$ cat src/rtl/shift_register_piso.sv
// Parallel-in serial-out transmit shift register with a one-word holding buffer.
// Latency: word accepted at edge N puts its first bit on o_serial_out after edge N+1.
// Backpressure: o_ready drops while the holding buffer is full. A word offered with o_ready low is ignored.
//
// Ports:
//   i_clk        system clock, rising edge
//   i_rst        asynchronous active-high reset
//   i_data       parallel word, sampled on the accept edge (i_valid & o_ready)
//   i_valid      i_data carries a word to transmit
//   o_ready      holding buffer empty; driven straight from a register
//   o_serial_out registered serial data; 0 whenever no frame bit is on the line
//   o_active     high while a frame bit is on o_serial_out
//   o_done       one-cycle pulse after the last bit period of a word completes
module shift_register_piso #(
    parameter int WORD_SIZE    = 8,
    parameter int CLKS_PER_BIT = 1,
    parameter bit MSB_FIRST    = 1'b0
) (
    input  logic                 i_clk,
    input  logic                 i_rst,
    input  logic [WORD_SIZE-1:0] i_data,
    input  logic                 i_valid,
    output logic                 o_ready,
    output logic                 o_serial_out,
    output logic                 o_active,
    output logic                 o_done
);

    localparam int BIT_W = $clog2(WORD_SIZE);
    localparam int PER_W = (CLKS_PER_BIT > 1) ? $clog2(CLKS_PER_BIT) : 1;

    localparam logic [BIT_W-1:0] LAST_BIT = BIT_W'(WORD_SIZE - 1);
    localparam logic [PER_W-1:0] LAST_PER = PER_W'(CLKS_PER_BIT - 1);

    typedef enum logic {
        IDLE  = 1'b0,
        SHIFT = 1'b1
    } state_t;

    state_t               state;
    logic [WORD_SIZE-1:0] buf_data;
    logic                 buf_full;
    logic [WORD_SIZE-1:0] shifter;
    logic [BIT_W-1:0]     bit_cnt;
    logic [PER_W-1:0]     per_cnt;

    logic                 accept;
    logic                 bit_end;
    logic                 word_end;
    logic                 load_word;
    logic [WORD_SIZE-1:0] shifted;

    // Bit that goes on the line first for a given shifter image.
    function automatic logic lead_bit(input logic [WORD_SIZE-1:0] w);
        return MSB_FIRST ? w[WORD_SIZE-1] : w[0];
    endfunction

    // Move the next bit into the lead position.
    function automatic logic [WORD_SIZE-1:0] advance(input logic [WORD_SIZE-1:0] w);
        return MSB_FIRST ? (w << 1) : (w >> 1);
    endfunction

    assign o_ready  = ~buf_full;
    assign accept   = i_valid & ~buf_full;
    assign bit_end  = (per_cnt == LAST_PER);
    assign word_end = (state == SHIFT) && bit_end && (bit_cnt == LAST_BIT);
    assign shifted  = advance(shifter);

    // The buffer drains into the shifter either from IDLE or at the end of the
    // current word; draining at word end is what keeps back-to-back frames gap-free.
    // Draining requires a full buffer and accepting requires an empty one, so the
    // two never collide on the same edge.
    assign load_word = buf_full && ((state == IDLE) || word_end);

    always_ff @(posedge i_clk or posedge i_rst) begin
        if (i_rst) begin
            state        <= IDLE;
            buf_data     <= '0;
            buf_full     <= 1'b0;
            shifter      <= '0;
            bit_cnt      <= '0;
            per_cnt      <= '0;
            o_serial_out <= 1'b0;
            o_active     <= 1'b0;
            o_done       <= 1'b0;
        end else begin
            // A word is done only when its final bit period has fully elapsed.
            o_done <= word_end;

            if (accept) begin
                buf_data <= i_data;
                buf_full <= 1'b1;
            end

            if (load_word) begin
                shifter      <= buf_data;
                o_serial_out <= lead_bit(buf_data);
                o_active     <= 1'b1;
                bit_cnt      <= '0;
                per_cnt      <= '0;
                buf_full     <= 1'b0;
                state        <= SHIFT;
            end else begin
                case (state)
                    IDLE: begin
                        o_serial_out <= 1'b0;
                        o_active     <= 1'b0;
                    end
                    SHIFT: begin
                        if (!bit_end) begin
                            per_cnt <= per_cnt + PER_W'(1);
                        end else if (bit_cnt != LAST_BIT) begin
                            per_cnt      <= '0;
                            shifter      <= shifted;
                            o_serial_out <= lead_bit(shifted);
                            bit_cnt      <= bit_cnt + BIT_W'(1);
                        end else begin
                            // Word end with nothing buffered: release the line.
                            per_cnt      <= '0;
                            bit_cnt      <= '0;
                            o_serial_out <= 1'b0;
                            o_active     <= 1'b0;
                            state        <= IDLE;
                        end
                    end
                    default: begin
                        state <= IDLE;
                    end
                endcase
            end
        end
    end

endmodule

$ cat config.mk
export PLATFORM = sky130hd
export DESIGN_NAME = shift_register_piso
export DESIGN_NICKNAME = d
export VERILOG_FILES = /design/src/rtl/shift_register_piso.sv
export SDC_FILE = /design/constraint.sdc
export NUM_CORES = 1
export LEC_CHECK = 0
export ABC_AREA = 0
export CAP_MARGIN = 10
export CORE_MARGIN = 1.5
export CORE_UTILIZATION = 51
export DETAILED_ROUTE_END_ITERATION = 12
export PLACE_DENSITY = 0.8
export SLEW_MARGIN = 20
export SYNTH_ARGS = -nofsm -noshare
export SYNTH_HDL_FRONTEND = slang
export SYNTH_SLANG_ARGS = --single-unit
$ cat constraint.sdc
create_clock -name i_clk -period 1.8 [get_ports i_clk]
set_input_delay 0.27 -clock i_clk [delete_from_list [all_inputs] [get_ports i_clk]]
set_output_delay 0.27 -clock i_clk [all_outputs]
set_load 0.1 [all_outputs]
==> results of run 1 <==
[where the power goes]
| part | switching, mW | total [mW] | internal, mW |
|---|---|---|---|
| Combinational | 0.549 | 1.10 | 0.554 |
| Clock | 0.152 | 0.236 | 0.0844 |
| Sequential | 0.178 | 0.928 | 0.749 |
| Total | 0.879 | 2.27 | 1.39 |
[sequential cells by signal (all words and copies together), names as in the netlist]
register	count
buf_full	1
state	1
o_serial_out	1
buf_data	8
o_done	1
o_active	1
shifter	7
bit_cnt	3
[repair_timing]
| action | 4_1_cts | 5_1_grt |
|---|---|---|
| setup endpoints to repair | 0 | 1 |
| hold buffers | 0 | 0 |
| gates resized for setup | 0 | 1 |
| buffers inserted | 0 | 0 |
[cells in the mapped netlist]
library cell   n
mux2i_1        2
ha_1           2
o21ai_0        1
a32o_1         1
nand3b_1       1
nand2b_1       1
mux2_4         4
o2bb2ai_1      1
buf_2          2
buf_6          1
nor2_1         2
and2_1         1
and2b_1        1
nand2_1        3
buf_8          1
nor2b_1        1
mux2_2        18
inv_1          2
a21o_1         1
dfrtp_1       23
[metrics by stage]
| stage | area [sq um] | utilization | std cells | hold WS [ns] | setup slack (ns) |
|---|---|---|---|---|---|
| 6_report | 1200 | 0.667 | 111 | 0.301 | 0.185 |
| 5_1_grt | 1200 | 0.667 | 111 | 0.303 | 0.127 |
| 4_1_cts | 1200 | 0.667 | 111 | 0.304 | 0.0788 |
| 3_3_place_gp | 1170 | 0.650 | 107 | 0.489 | 0.250 |
| 3_5_place_dp | 1170 | 0.650 | 107 | 0.499 | 0.208 |
| 2_1_floorplan | 1010 | - | 69 | 0.272 | 0.320 |
[final cells by class]
| cell class | count | area (sq um) | share of cell area |
|---|---|---|---|
| timing repair buffer | 17 | 165 | 0.137 |
| sequential | 23 | 577 | 0.480 |
| tap | 25 | 31.3 | 0.0260 |
| clock inverter | 1 | 7.51 | 0.00624 |
| multi-input combinational | 40 | 392 | 0.326 |
| inverter | 2 | 7.51 | 0.00624 |
| clock buffer | 3 | 22.5 | 0.0187 |
[final timing paths]
path / from / endpoint / slack [ns] / depth (start not counted)
worst max-delay path: bit_cnt[0]$_DFFE_PP0P_ / o_active$_DFFE_PP0P_ / 0.18 / 4
worst min-delay path: i_rst / state$_DFF_PP0_ / 0.30 / 3
worst max register to register: bit_cnt[0]$_DFFE_PP0P_ / o_active$_DFFE_PP0P_ / 0.18 / 4
worst min register to register: shifter[3]$_DFFE_PP0P_ / shifter[2]$_DFFE_PP0P_ / 0.52 / 1
max in group asynchronous: i_rst / buf_full$_DFFE_PP0P_ / 1.27 / 3
min in group i_clk: shifter[3]$_DFFE_PP0P_ / shifter[2]$_DFFE_PP0P_ / 0.52 / 1
[worst max-delay path, delay by kind of cell, from the launching register on]
kind / cells / cell delay (ns)
adder cells (fa/ha/maj): 2 / 0.43
flip-flops: 1 / 0.42
multiplexers: 1 / 0.36
AND/OR/NAND/NOR: 1 / 0.31
[routing by layer]
layer	global-route usage	vias up
li1	-	272
met1	0.216	296
met2	0.295	13
met3	0.0453	2
met4	0.0333	0
met5	0	-
[cell families after synthesis]
| family | synth area share |
|---|---|
| muxes | 0.280 |
| adders and majority gates | 0.0247 |
| DFF | 0.569 |
| and+or+nand+nor | 0.0520 |
| buffers and inverters | 0.0433 |
| AOI/OAI and AO/OA | 0.0309 |
==> out/metrics.yaml, run 1 <==
logic_synthesis:
  synthTopCellsByArea: "dfrtp_1 (57%), mux2_2 (20%), mux2_4 (5.9%), ha_1 (2.5%), mux2i_1 (2.0%)"
  netlist_area_sq_um: 1010
  synth_area_leader_cell: "dfrtp_1"
  seq_area_frac_synth: 0.569
  ys_ff_latch: 23
  synth_nets: 82
  syn_inst: 69
  syn_area_per_cell_sq_um: 14.7
  yosysWarnings: 0
  yosys.area.top_type_share: 0.569
  synthDistinctLibCells: 20
die:
  io_pins: 15
  fp.dieArea_sq_um: 2260
  rows: 15
  dieHeight_um: 47.5
  die_x_um: 47.5
  core-area_sq_um: 1800
  initial_utilization: 0.561
clock_network:
  clk_pin_slew_worst_paths_ns: 0.13
  clk_latency_ns: 0.30
  clk_path_buf_depth: 2
  cts_tree: "built"
  cts_root_buf: "clkbuf_4"
  cts.sinks: 23
  cts_htree_levels: 1
  cts_buffers: 3
worst_setup_path:
  path_max_fanout: 6
  crit_path_start_kind: "flip-flop"
  path_cells: "ha_1 -> ha_1 -> and2b_1 -> mux2_2"
  cp.required_ns: 2.01
  cp_common_cell: "ha_1"
  crit_type: "reg2reg"
  max_stage_delay_ns: 0.42
  cp_slowest_cell: "dfrtp_1"
  crit_arrival_ns: 1.82
  crit_path_end_kind: "flip-flop"
detailed_routing:
  vias: 583
  wl_met3_um: 46
  drt_iter0_drc: 3
  firstDrtPassIters: 2
  wl_per_cell_um: 13.7
  drc: 0
  met2WireLength_um: 841
  highest-signal-layer: "met4"
  antenna_left: 0
  avgViaCountPerCell: 5.25
  m1WireLength_um: 629
  finalWirelength_um: 1520
sta:
  rsz0062_at_grt: "no"
  skew_ns: 0.00659
  fmax_ghz: 0.619
  timing.final.max_slew_violations: 0
  setup_viol: 0
  fin_crit_sh: 0.897
  timing.final.hold_violations: 0
  slew_headroom: 0.772
  tns_ns: 0
  tightest_slew_ns: 0.342
  fin_crit_ns: 1.62
outcome:
  status: "completed"
layout:
  final_common_cell: "dfrtp_1"
  diodes: 0
  drive_gt1_frac: 0.395
  fillCellCount: 147
  nets: 100
  final_cell_mix: "dfrtp_1 (22), mux2_2 (18), clkdlybuf4s50_1 (10)"
  syn2layout_area_growth_pct: 18.9
placed_design:
  gp_congestion: 0.699
  hpwl_um: 1170
  portBuffers: 14
power:
  ir_drop_uv: 1250
  p_leak_nw: 0.556
  p_per_area_nw_per_um2: 1880
  p_total_mw: 2.27
global_routing:
  antenna_found_initial: 0
  grt_use_total: 0.170
  grt_pass1_vias: 593
  gr-total-overflow: 0
  grt_pass1_wl_um: 2620
  grt_max_degree: 24
worst_hold_path:
  hold_class: "in2async"
job:
  drv_cap: 0
No activity file was read; power rests on OpenSTA's default activity.
==> run 2, diff against run 1 <==
SLEW_MARGIN = default   (was 20)
==> results of run 2 <==
Same layout as run 1: the final DEF is identical, and so are final timing and power.
